==> config.mk <==
export PLATFORM = sky130hd
export DESIGN_NAME = sfp_link_bringup_seq
export DESIGN_NICKNAME = d
export VERILOG_FILES = /design/src/rtl/sfp_link_bringup_seq.sv
export SDC_FILE = /design/constraint.sdc
export NUM_CORES = 1
export LEC_CHECK = 0
export ABC_CLOCK_PERIOD_IN_PS = 2400
export BUFFER_PORTS_ARGS = -buffer_cell sky130_fd_sc_hd__buf_2
export CORE_MARGIN = 4
export CORE_UTILIZATION = 40
export DETAILED_ROUTE_END_ITERATION = 10
export HOLD_SLACK_MARGIN = 0.12
export SYNTH_ARGS = -nofsm -noshare
export SYNTH_HDL_FRONTEND = slang
export SYNTH_SLANG_ARGS = --single-unit
export TNS_END_PERCENT = 20
==> constraint.sdc <==
create_clock -name clk -period 2.4 [get_ports clk]
set_input_delay 0.6 -clock clk [delete_from_list [all_inputs] [get_ports clk]]
set_output_delay 0.6 -clock clk [all_outputs]
set_load 0.02 [all_outputs]
==> src/rtl/sfp_link_bringup_seq.sv <==
// sfp_link_bringup_seq: per-channel SFP PHY bring-up, retry and flap counting.
// Runs in the management clock domain; all PHY status inputs are asynchronous.
module sfp_link_bringup_seq #(
   parameter int N_CH           = 2,
   parameter int SYNC_STAGES    = 2,
   parameter int HOLD_CYCLES    = 1024,
   parameter int TIMEOUT_CYCLES = 5000000,
   parameter int PHY_RST_CYCLES = 64,
   parameter int FLAP_W         = 8
) (
   input  logic                     clk,
   input  logic                     sys_rst_n,
   input  logic                     pll_locked,
   input  logic                     reconfig_busy,
   input  logic [N_CH-1:0]          tx_ready,
   input  logic [N_CH-1:0]          rx_ready,
   input  logic                     clr_flap,
   output logic [N_CH-1:0]          phy_rst,
   output logic [N_CH-1:0]          user_rst,
   output logic [N_CH-1:0]          link_up,
   output logic [N_CH*FLAP_W-1:0]   flap_cnt
);

   localparam int SW = 2*N_CH + 2;
   localparam int HW =
      (HOLD_CYCLES > 1) ? $clog2(HOLD_CYCLES) : 1;
   localparam int TW =
      (TIMEOUT_CYCLES > 1) ? $clog2(TIMEOUT_CYCLES) : 1;
   localparam int PW =
      (PHY_RST_CYCLES > 1) ? $clog2(PHY_RST_CYCLES) : 1;

   localparam logic [HW-1:0] H_LAST = HW'(HOLD_CYCLES - 1);
   localparam logic [TW-1:0] T_LAST = TW'(TIMEOUT_CYCLES - 1);
   localparam logic [PW-1:0] P_LAST = PW'(PHY_RST_CYCLES - 1);

   typedef enum logic [2:0] {
      S_RST,
      S_WAIT,
      S_HOLD,
      S_UP,
      S_PHYRST
   } state_t;

   logic [SW-1:0]                  raw;
   logic [SYNC_STAGES-1:0][SW-1:0] sync_q;
   logic                           pll_locked_s;
   logic                           reconfig_busy_s;
   logic [N_CH-1:0]                tx_ready_s;
   logic [N_CH-1:0]                rx_ready_s;
   logic [N_CH-1:0]                qual;

   assign raw = {rx_ready, tx_ready, reconfig_busy, pll_locked};

   // Flop chain bringing every async status input into clk
   always_ff @(posedge clk or negedge sys_rst_n) begin
      if (!sys_rst_n) begin
         sync_q <= '0;
      end else begin
         sync_q <= {sync_q[SYNC_STAGES-2:0], raw};
      end
   end

   assign pll_locked_s    = sync_q[SYNC_STAGES-1][0];
   assign reconfig_busy_s = sync_q[SYNC_STAGES-1][1];
   assign tx_ready_s      = sync_q[SYNC_STAGES-1][N_CH+1:2];
   assign rx_ready_s      = sync_q[SYNC_STAGES-1][SW-1:N_CH+2];

   assign qual = {N_CH{pll_locked_s & ~reconfig_busy_s}}
               & tx_ready_s & rx_ready_s;

   for (genvar i = 0; i < N_CH; i++) begin : g_ch
      state_t              st, st_n;
      logic [HW-1:0]       hcnt, hcnt_n;
      logic [TW-1:0]       tcnt, tcnt_n;
      logic [PW-1:0]       pcnt, pcnt_n;
      logic [FLAP_W-1:0]   fcnt, fcnt_n;

      // Channel state and counter registers
      always_ff @(posedge clk or negedge sys_rst_n) begin
         if (!sys_rst_n) begin
            st   <= S_RST;
            hcnt <= '0;
            tcnt <= '0;
            pcnt <= '0;
            fcnt <= '0;
         end else begin
            st   <= st_n;
            hcnt <= hcnt_n;
            tcnt <= tcnt_n;
            pcnt <= pcnt_n;
            fcnt <= fcnt_n;
         end
      end

      // Qualify, hold, time out and retry; tcnt survives HOLD->WAIT
      always_comb begin
         st_n   = st;
         hcnt_n = hcnt;
         tcnt_n = tcnt;
         pcnt_n = pcnt;
         fcnt_n = fcnt;
         unique case (st)
            S_RST: begin
               st_n   = S_WAIT;
               hcnt_n = '0;
               tcnt_n = '0;
               pcnt_n = '0;
            end
            S_WAIT: begin
               tcnt_n = tcnt + 1'b1;
               if (tcnt == T_LAST) begin
                  st_n   = S_PHYRST;
                  pcnt_n = '0;
               end else if (qual[i]) begin
                  st_n   = S_HOLD;
                  hcnt_n = '0;
               end
            end
            S_HOLD: begin
               tcnt_n = tcnt + 1'b1;
               if (tcnt == T_LAST) begin
                  st_n   = S_PHYRST;
                  pcnt_n = '0;
               end else if (!qual[i]) begin
                  st_n = S_WAIT;
               end else if (hcnt == H_LAST) begin
                  st_n = S_UP;
               end else begin
                  hcnt_n = hcnt + 1'b1;
               end
            end
            S_UP: begin
               if (!qual[i]) begin
                  st_n = S_RST;
                  if (fcnt != '1) fcnt_n = fcnt + 1'b1;
               end
            end
            S_PHYRST: begin
               if (pcnt == P_LAST) st_n = S_RST;
               else pcnt_n = pcnt + 1'b1;
            end
            default: st_n = S_RST;
         endcase
         if (clr_flap) fcnt_n = '0;
      end

      assign phy_rst[i]  = (st == S_PHYRST);
      assign user_rst[i] = (st != S_UP);
      assign link_up[i]  = (st == S_UP);
      assign flap_cnt[i*FLAP_W +: FLAP_W] = fcnt;
   end

endmodule
==> impl_metrics.env, run 1 <==
export IMPL_fin_setup_tns_ps=0
export IMPL_cts_tree="built"
export IMPL_start_util_pct=40.9
export IMPL_ys_top_cells_by_area="dfrtp_1, nand2_1, a31oi_1, nor2_1, o21ai_0"
export IMPL_critPathRequiredTime_ps=1800
export IMPL_cp_slowest_cell="dfrtp_1"
export IMPL_htreeDepth=3
export IMPL_drc=0
export IMPL_grt_antenna_before_repair=0
export IMPL_avgSynthCellArea_um2=9.46
export IMPL_vias=4766
export IMPL_fin_worst_skew_ps=10.3
export IMPL_dr_pass1_iters=4
export IMPL_met1_usage_pct=21.9
export IMPL_cts_setup_buffers=0
export IMPL_rsz0062_at_grt="no"
export IMPL_gp_congestion=0.828
export IMPL_routedWlPerCell_um=15.2
export IMPL_max_stage_delay_ps=630
export IMPL_cap_violations=0
export IMPL_overflow=0
export IMPL_crit_type="reg -> out"
export IMPL_synth_most_common_cell="dfrtp_1"
export IMPL_root_buffer="clkbuf_16"
export IMPL_synth_edf_count=0
export IMPL_ys_flop_type="dfrtp_1"
export IMPL_dp_hpwl_um=9130
export IMPL_peakVddDrop_mv=0.529
export IMPL_fmax_mhz=447
export IMPL_power_leakage_nw=2.86
export IMPL_min_period_ps=2240
export IMPL_ant_nets=0
export IMPL_worstPathMaxFanout=15
export IMPL_min_period_over_period_pct=93.1
export IMPL_die_w_um=130
export IMPL_worstSetupStartpoint="g_ch[0].st[0]"
export IMPL_end_kind="primary output"
export IMPL_arrival_ps=1640
export IMPL_dieArea_um2=16900
export IMPL_die_h_um=130
export IMPL_synth_common_cells="dfrtp_1, nand2_1, nor2_1"
export IMPL_num_rows=44
export IMPL_stdcell_count=844
export IMPL_numCtsBuffers=9
export IMPL_regToRegSetupSlack_ps=310
export IMPL_grt_util_met2_pct=25.1
export IMPL_port_buffers=30
export IMPL_clk_pin_slew_worst_paths_ps=70
export IMPL_nets=673
export IMPL_holdCritPathClass="in -> async"
export IMPL_core_um2=14600
export IMPL_synth_top_area_share_pct=47.0
export IMPL_hold_viol=0
export IMPL_antenna_cells=0
export IMPL_grt_total_usage_pct=16.0
export IMPL_ys_ff_latch=112
export IMPL_clockBufferDepth=2
export IMPL_area_delta_synth_final_pct=10.4
export IMPL_grt_start_max_net_pins=48
export IMPL_cellPowerDensity_nw_per_um2=596
export IMPL_timing_rr_start="g_ch[0].hcnt[0]"
export IMPL_synthArstFlopShare_pct=100
export IMPL_drt_wl_total_um=12800
export IMPL_syn_num_nets=648
export IMPL_ys_types=76
export IMPL_placedCellCount=829
export IMPL_worstRegToRegCells=6
export IMPL_tightest_slew_ps=535
export IMPL_setup_viol=0
export IMPL_startpoint_type="flip-flop"
export IMPL_grt_use_met3_pct=4.26
export IMPL_clkSinkCount=112
export IMPL_grt_first_pass_wirelength_um=22000
export IMPL_drive_above_1_share_pct=13.2
export IMPL_pin_count=31
export IMPL_vias_per_cell=5.65
export IMPL_top_usage_layer="met2"
export IMPL_slew_violations=0
export IMPL_synth_warnings=0
export IMPL_clk_latency_ps=360
export IMPL_grt_pass1_vias=4578
export IMPL_drt_iter0_markers=338
export IMPL_synth_top_cell_by_area="dfrtp_1"
export IMPL_synth_area_um2=5970
export IMPL_syn_inst=631
export IMPL_rr_endpoint="g_ch[0].hcnt[5]"
export IMPL_synth_seq_area_share_pct=47.0
export IMPL_slew_headroom_pct=64.3
export IMPL_status="completed"
export IMPL_path_cells="nand2_1, nor2_1, buf_2"
==> flip-flops by register name, summed over array words and instances, names as in the netlist <==
register         flops
reconfig_busy_s      1
g_ch.fcnt           16
g_ch.hcnt           20
rx_ready_s           2
pll_locked_s         1
g_ch.st              6
g_ch.pcnt           12
sync_q               8
g_ch.tcnt           46
==> worst max-delay path, delay by kind of cell (launching register included) <==
family,cells,cell delay (ps)
and+or+nand+nor,2,440
DFF,1,630
buffers and inverters,1,210
==> logic make-up (layout without fill, tap and decap cells) <==
logic type / Yosys count / in the layout / synth area share (%)
AOI/OAI and AO/OA: 160 / 160 / 17.8
xor gates and xnor gates: 31 / 31 / 4.55
adders and majority gates: 10 / 10 / 2.03
buffers and inverters: 56 / 85 / 4.00
DFF: 112 / 112 / 47.0
muxes: 5 / 5 / 0.839
and+or+nand+nor: 257 / 257 / 23.8
==> layer usage <==
metal	share of wire (%)	routed length (um)
met4	1.6	206
met5	0	0
met2	47	6070
met3	3.1	403
met1	48	6140
==> area by class of cell <==
cell class                      instances  area [um2]
Fill cell                            1389        8000
Multi-Input combinational cell        463        2930
Sequential cell                       112        2800
Timing Repair Buffer                   42         255
Clock buffer                           11         243
Tap cell                              184         230
Inverter                               28         105
Clock inverter                          4        27.5
==> layout by cell type (no fill, tap or decap), types with 6 or more instances in the layout <==
| master | instances |
|---|---|
| xor2_1 | 14 |
| nand4_1 | 24 |
| clkbuf_16 | 9 |
| dfrtp_1 | 111 |
| nor4_1 | 8 |
| a21oi_1 | 32 |
| xnor2_1 | 17 |
| and3_1 | 16 |
| nand3_1 | 25 |
| nor2_1 | 49 |
| ha_1 | 8 |
| nand2_1 | 62 |
| buf_2 | 29 |
| buf_4 | 12 |
| nor3_1 | 13 |
| or3_1 | 8 |
| o21a_1 | 6 |
| nand2b_1 | 6 |
| a21o_1 | 6 |
| and2_1 | 10 |
| a31oi_1 | 31 |
| o21ai_0 | 34 |
| inv_1 | 26 |
==> metrics by stage <==
stage | setup slack, ps | util [%] | hold slack, ps | area [um2] | power [W]
4_1_cts | 84.9 | 45.2 | 233 | 6590 | 0.00399
3_3_place_gp | 398 | 43.3 | 335 | 6320 | 0.00254
6_report | 165 | 45.2 | 219 | 6590 | 0.00393
5_1_grt | 13.5 | 45.2 | 258 | 6590 | 0.00414
3_5_place_dp | 322 | 43.3 | 337 | 6320 | 0.00256
2_1_floorplan | 569 | - | 304 | 5970 | 0.00241
==> power breakdown <==
part           switching (W)  internal [W]
logic               0.000226      0.000159
clock network       0.000670      0.000732
registers           0.000144       0.00200
total                0.00104       0.00289
==> what timing repair did <==
item | 4_1_cts | 5_1_grt
hold buffers | 0 | 0
endpoints found under the setup margin | 0 | 2
resized for setup | 0 | 1
==> how the worst max path moves through the flow <==
stage	slack, ps	cells past startpoint	endpoint
2_1_floorplan	570	4	user_rst[0]
3_3_place_gp	400	4	g_ch[0].hcnt[1]
3_5_place_dp	320	6	g_ch[0].hcnt[5]
4_1_cts	80	3	link_up[0]
5_1_grt	10	4	user_rst[0]
6_report	160	3	link_up[0]
No activity file was read; power rests on OpenSTA's default activity.
==> run 2, diff against run 1 <==
--- a/config.mk
+++ b/config.mk
@@ -5,8 +5,9 @@
 export SDC_FILE = /design/constraint.sdc
 export NUM_CORES = 1
 export LEC_CHECK = 0
+export ABC_AREA = 1
 export ABC_CLOCK_PERIOD_IN_PS = 2400
-export BUFFER_PORTS_ARGS = -buffer_cell sky130_fd_sc_hd__buf_2
+export BUFFER_PORTS_ARGS = -buffer_cell sky130_fd_sc_hd__buf_4
 export CORE_MARGIN = 4
 export CORE_UTILIZATION = 40
 export DETAILED_ROUTE_END_ITERATION = 10
==> run 2 against run 1 <==
Sequential power about the same. Die area is 5.4% higher. Worst setup slack better by 160 ps. Maximum frequency rose by 7.6%. Cell count grew 30%. First-iteration DRC count rose by 3.0%.
==> impl_metrics.env, run 2 <==
export IMPL_total_power_w=0.00514
export IMPL_die_h_um=134
export IMPL_ctsHoldBuffers=0
export IMPL_setup_viol=0
export IMPL_synthArstFlopShare_pct=100
export IMPL_min_period_over_period_pct=86.5
export IMPL_slew_violations=0
export IMPL_timing_rr_start="g_ch[0].fcnt[0]"
export IMPL_clkSinkCount=112
export IMPL_clockPowerShare_pct=29.6
export IMPL_grt_total_usage_pct=16.2
export IMPL_antenna_cells=0
export IMPL_worstPathMaxFanout=8
export IMPL_final_core_util_pct=46.5
export IMPL_synth_top_area_share_pct=44.4
export IMPL_min_period_ps=2080
export IMPL_start_util_pct=41.2
export IMPL_crit_type="reg -> out"
export IMPL_grt_start_max_net_pins=62
export IMPL_clockBufferDepth=2
export IMPL_dieArea_um2=17900
export IMPL_overflow=0
export IMPL_tightest_slew_ps=502
export IMPL_die_w_um=134
export IMPL_synth_most_common_cell="nand2_1"
export IMPL_regMostFlops="g_ch.tcnt"
export IMPL_clk_latency_ps=360
export IMPL_ant_nets=0
export IMPL_cts_tree="built"
export IMPL_nets=898
export IMPL_critical_path_buf_inv_count=2
export IMPL_syn_inst=841
export IMPL_ys_top_cells_by_area="dfrtp_1, nand2_1, nand3_1, nor2_1, inv_1"
export IMPL_synth_seq_area_share_pct=44.4
export IMPL_holdCritPathClass="in -> async"
export IMPL_cellPowerDensity_nw_per_um2=722
export IMPL_worstRegToRegCells=8
export IMPL_multiInputGateArea_um2=3110
export IMPL_drt_wl_total_um=13600
export IMPL_port_buffers=30
export IMPL_arrival_ps=1480
export IMPL_layout_common_cells="nand2_1, dfrtp_1, nor2_1"
export IMPL_ys_ff_latch=112
export IMPL_status="completed"
export IMPL_synth_top_cell_by_area="dfrtp_1"
export IMPL_path_cells="inv_1, nand2_1, nor2_2, buf_4"
export IMPL_vias_per_cell=4.92
export IMPL_dr_pass1_iters=5
export IMPL_core_um2=15300
export IMPL_routedWlPerCell_um=12.4
export IMPL_power_leakage_nw=3.24
export IMPL_area_delta_synth_final_pct=12.9
export IMPL_htreeDepth=3
export IMPL_cp_slowest_cell="dfrtp_1"
export IMPL_syn_num_nets=858
export IMPL_p_comb_share_pct=29.3
export IMPL_regToRegSetupSlack_ps=470
export IMPL_pin_count=31
export IMPL_avgSynthCellArea_um2=7.51
export IMPL_rr_endpoint="g_ch[0].fcnt[7]"
export IMPL_startpoint_type="flip-flop"
export IMPL_largest_reg_flops=46
export IMPL_num_rows=45
export IMPL_drc=0
export IMPL_fin_worst_skew_ps=11.9
export IMPL_numCtsBuffers=9
export IMPL_gp_congestion=0.856
export IMPL_max_stage_delay_ps=410
export IMPL_p_sw_w=0.00198
export IMPL_switching_share_pct=38.5
export IMPL_grt_first_pass_wirelength_um=24200
export IMPL_regArea_um2=2800
export IMPL_synth_edf_count=0
export IMPL_root_buffer="clkbuf_16"
export IMPL_fill_cells=1553
export IMPL_grt_pass1_vias=5129
export IMPL_drive_above_1_share_pct=11.1
export IMPL_largestRegisters="g_ch.tcnt (46), g_ch.hcnt (20), g_ch.fcnt (16)"
export IMPL_hold_viol=0
export IMPL_p_int_w=0.00316
export IMPL_ys_types=39
export IMPL_grt_antenna_before_repair=0
export IMPL_critical_path_top_delay_family="flip-flops"
export IMPL_fmax_mhz=482
export IMPL_vias=5395
export IMPL_cts_resized_gates=0
export IMPL_cts_setup_buffers=0
export IMPL_slew_headroom_pct=66.3
export IMPL_synth_common_cells="nand2_1, dfrtp_1, nor2_1"
export IMPL_dp_hpwl_um=9910
export IMPL_end_kind="primary output"
export IMPL_power_frac_seq_pct=41.1
export IMPL_drt_iter0_markers=348
export IMPL_synth_area_um2=6310
export IMPL_synth_warnings=0
export IMPL_cap_violations=0
export IMPL_clk_pin_slew_worst_paths_ps=80
export IMPL_peakVddDrop_mv=0.393
export IMPL_ys_flop_type="dfrtp_1"
export IMPL_rsz0062_at_grt="no"
export IMPL_fin_hold_ws_ps=235
export IMPL_critPathRequiredTime_ps=1800
export IMPL_layout_commonest_cell="nand2_1"
export IMPL_fin_setup_tns_ps=0
-- run 2: kinds of logic after synthesis --
kind of cell	count (synthesis)	share of synthesized area (%)
simple gates	488	34.5
compound gates	112	10.2
flops	112	44.4
buf+inv	100	6.40
xor+xnor	21	2.91
fa+ha+maj	8	1.59
-- run 2: power by group through the flow --
| stage | Sequential [W] | Combinational (W) | Clock [W] |
|---|---|---|---|
| 5_1_grt | 0.00214 | 0.00171 | 0.00164 |
| 4_1_cts | 0.00211 | 0.00153 | 0.00159 |
| 6_report | 0.00211 | 0.00151 | 0.00152 |
| 2_1_floorplan | 0.00214 | 0.00111 | 0 |
| 3_5_place_dp | 0.00215 | 0.00153 | 0 |
| 3_3_place_gp | 0.00215 | 0.00152 | 0 |
-- run 2: worst max path at each step --
stage / start / to / slack (ps) / cells past startpoint
final: g_ch[0].st[0] / phy_rst[0] / 320 / 4
after detailed placement: g_ch[0].fcnt[0] / g_ch[0].fcnt[7] / 490 / 8
after CTS: g_ch[0].st[0] / phy_rst[0] / 290 / 4
after global placement: g_ch[0].fcnt[0] / g_ch[0].fcnt[7] / 390 / 8
after floorplan: g_ch[0].st[2] / link_up[0] / 840 / 3
after global routing: g_ch[0].st[0] / phy_rst[0] / 210 / 4
-- run 2: through the flow --
stage	setup WS, ps	instance area (um2)	std cells
floorplan	835	6310	841
global placement	395	6830	1081
detailed placement	486	6830	1081
CTS	294	7130	1097
global route	208	7130	1097
finish	324	7130	1097
-- run 2: final cells by class --
type	instances	area share, %
tap	211	3.71
multi-input combinational	629	43.6
inverter	91	4.79
clock buffer	9	3.16
timing repair buffer	38	4.35
sequential	112	39.3
clock inverter	7	1.05
-- run 2: routing by layer --
metal,global-route usage [%],part of all wire (%),routed length (um),vias up
met3,3.32,4.0,543,14
li1,-,-,-,2839
met5,0,0,0,-
met2,25.1,44,5950,100
met4,4.57,1.4,195,0
met1,23.2,51,6950,2442
==> run 3, diff against run 2 <==
--- a/config.mk
+++ b/config.mk
@@ -7,11 +7,12 @@
 export LEC_CHECK = 0
 export ABC_AREA = 1
 export ABC_CLOCK_PERIOD_IN_PS = 2400
-export BUFFER_PORTS_ARGS = -buffer_cell sky130_fd_sc_hd__buf_4
+export BUFFER_PORTS_ARGS = -buffer_cell sky130_fd_sc_hd__buf_2
 export CORE_MARGIN = 4
 export CORE_UTILIZATION = 40
 export DETAILED_ROUTE_END_ITERATION = 10
 export HOLD_SLACK_MARGIN = 0.12
+export RECOVER_POWER = 100
 export SYNTH_ARGS = -nofsm -noshare
 export SYNTH_HDL_FRONTEND = slang
 export SYNTH_SLANG_ARGS = --single-unit
==> run 3 against run 2 <==
First-iteration DRC count decreased by 8.3%. Largest cell class unchanged. Die area unchanged. Sequential cell count unchanged. Maximum frequency decreased by 2.1%. Count of clock-buffer cells in the layout increased by 1. Register-to-register slack got worse by 60 ps. Routed wire length increased by 0.84%. Critical path depth unchanged. Total power decreased by 3.3%.
==> impl_metrics.env, run 3 (synthesis gave the netlist of run 2 again) <==
export IMPL_clk_pin_slew_worst_paths_ps=70
export IMPL_root_buffer="clkbuf_16"
export IMPL_end_kind="primary output"
export IMPL_worstPathMaxFanout=8
export IMPL_ant_nets=0
export IMPL_cp_slowest_cell="dfrtp_1"
export IMPL_grt_total_usage_pct=16.1
export IMPL_path_cells="inv_1, nand2_1, nor2_2, clkbuf_1"
export IMPL_port_buffers=30
export IMPL_fin_worst_skew_ps=7.37
export IMPL_clkSinkCount=112
export IMPL_fill_cells=1596
export IMPL_antenna_cells=0
export IMPL_area_delta_synth_final_pct=9.02
export IMPL_drt_wl_total_um=13800
export IMPL_vias_per_cell=4.92
export IMPL_overflow=0
export IMPL_die_h_um=134
export IMPL_clockBufferDepth=2
export IMPL_core_um2=15300
export IMPL_fmax_mhz=472
export IMPL_nets=899
export IMPL_num_rows=45
export IMPL_cellPowerDensity_nw_per_um2=723
export IMPL_min_period_ps=2120
export IMPL_slew_headroom_pct=30.9
export IMPL_cts_setup_buffers=0
export IMPL_hold_viol=0
export IMPL_grt_antenna_before_repair=0
export IMPL_dieArea_um2=17900
export IMPL_largestRegisters="g_ch.tcnt (46), g_ch.hcnt (20), g_ch.fcnt (16)"
export IMPL_worstRegToRegCells=8
export IMPL_power_leakage_nw=3.10
export IMPL_gp_congestion=0.868
export IMPL_grt_pass1_vias=4863
export IMPL_regMostFlops="g_ch.tcnt"
export IMPL_total_power_w=0.00497
export IMPL_ctsHoldBuffers=0
export IMPL_drt_iter0_markers=319
export IMPL_largest_reg_flops=46
export IMPL_startpoint_type="flip-flop"
export IMPL_die_w_um=134
export IMPL_critical_path_buf_inv_count=2
export IMPL_drc=0
export IMPL_slew_violations=0
export IMPL_layout_common_cells="nand2_1, dfrtp_1, nor2_1"
export IMPL_vias=5390
export IMPL_numCtsBuffers=9
export IMPL_clk_latency_ps=350
export IMPL_holdPathStages=0
export IMPL_layout_commonest_cell="nand2_1"
export IMPL_hp_start="sync_q[5]"
export IMPL_setup_viol=0
export IMPL_cts_resized_gates=0
export IMPL_pin_count=31
export IMPL_worstSetupStartpoint="g_ch[0].st[0]"
export IMPL_critPathRequiredTime_ps=1800
export IMPL_start_util_pct=41.2
export IMPL_arrival_ps=1520
export IMPL_cap_violations=0
export IMPL_peakVddDrop_mv=0.389
export IMPL_holdCritPathClass="reg -> reg"
export IMPL_timing_rr_start="g_ch[0].st[1]"
export IMPL_max_stage_delay_ps=410
export IMPL_cts_tree="built"
export IMPL_fin_setup_tns_ps=0
export IMPL_routedWlPerCell_um=12.5
export IMPL_drive_above_1_share_pct=5.99
export IMPL_min_period_over_period_pct=88.3
export IMPL_dr_pass1_iters=5
export IMPL_cp_num_cells=4
export IMPL_critical_path_top_delay_family="flip-flops"
export IMPL_status="completed"
export IMPL_htreeDepth=3
export IMPL_tightest_slew_ps=1040
export IMPL_dp_hpwl_um=10100
export IMPL_crit_type="reg -> out"
export IMPL_rsz0062_at_grt="no"
export IMPL_grt_first_pass_wirelength_um=23900
export IMPL_grt_start_max_net_pins=35
run 3: changes by cell type in the layout (fill, tap and decap cells not counted), moves of 4 or more:
cell / delta
o21ai_0: +9
nand3_2: -5
nand3_1: +6
nand2_1: +5
buf_2: +7
o21ai_1: -6
buf_4: -31
inv_8: -4
clkbuf_1: +25
run 3: final timing paths:
| check | to | slack [ps] |
|---|---|---|
| max | phy_rst[0] | 280 |
| min | rx_ready_s[1] | 350 |
| max reg2reg | g_ch[0].pcnt[3] | 410 |
| min reg2reg | rx_ready_s[1] | 350 |
| max in group asynchronous | g_ch[1].tcnt[9] | 590 |
| min in group asynchronous | g_ch[0].hcnt[5] | 370 |
run 3: area by class of cell:
type	count	area [um2]	area share (%)
Clock inverter	4	47.5	0.691
Clock buffer	10	229	3.33
Timing Repair Buffer	39	178	2.58
Sequential cell	112	2800	40.7
Tap cell	211	264	3.84
Inverter	91	342	4.96
Multi-Input combinational cell	629	3020	43.9
run 3: worst reg2reg max path, delay by kind of cell (launching register included):
family,cells,cell delay (ps)
and+or+nand+nor,6,1160
DFF,1,430
AOI/OAI and AO/OA,1,80
buffers and inverters,1,190
run 3: per-stage QoR:
step | area (um2) | util, % | worst slack, ps | cells | hold slack (ps)
2_1_floorplan | 6310 | - | 835 | 841 | 304
4_1_cts | 7040 | 45.9 | 277 | 1096 | 226
3_3_place_gp | 6760 | 44.1 | 626 | 1082 | 334
3_5_place_dp | 6760 | 44.1 | 605 | 1082 | 335
6_report | 6880 | 44.9 | 280 | 1096 | 348
5_1_grt | 6880 | 44.9 | 123 | 1096 | 340
run 3: layer usage:
layer  vias up  GRT usage (%)  share of wire (%)
li1       2838              -                  -
met1      2463           24.4                 53
met2        77           23.6                 42
met3        12           2.61                3.7
met4         0           4.91                1.4
met5         -              0                  0
run 3: where the power goes:
part	leakage [nW]	switching [W]	internal, W
logic	1.44	0.00105	0.000361
registers	1.52	0.000113	0.00200
clock network	0.134	0.000657	0.000795
total	3.10	0.00182	0.00315
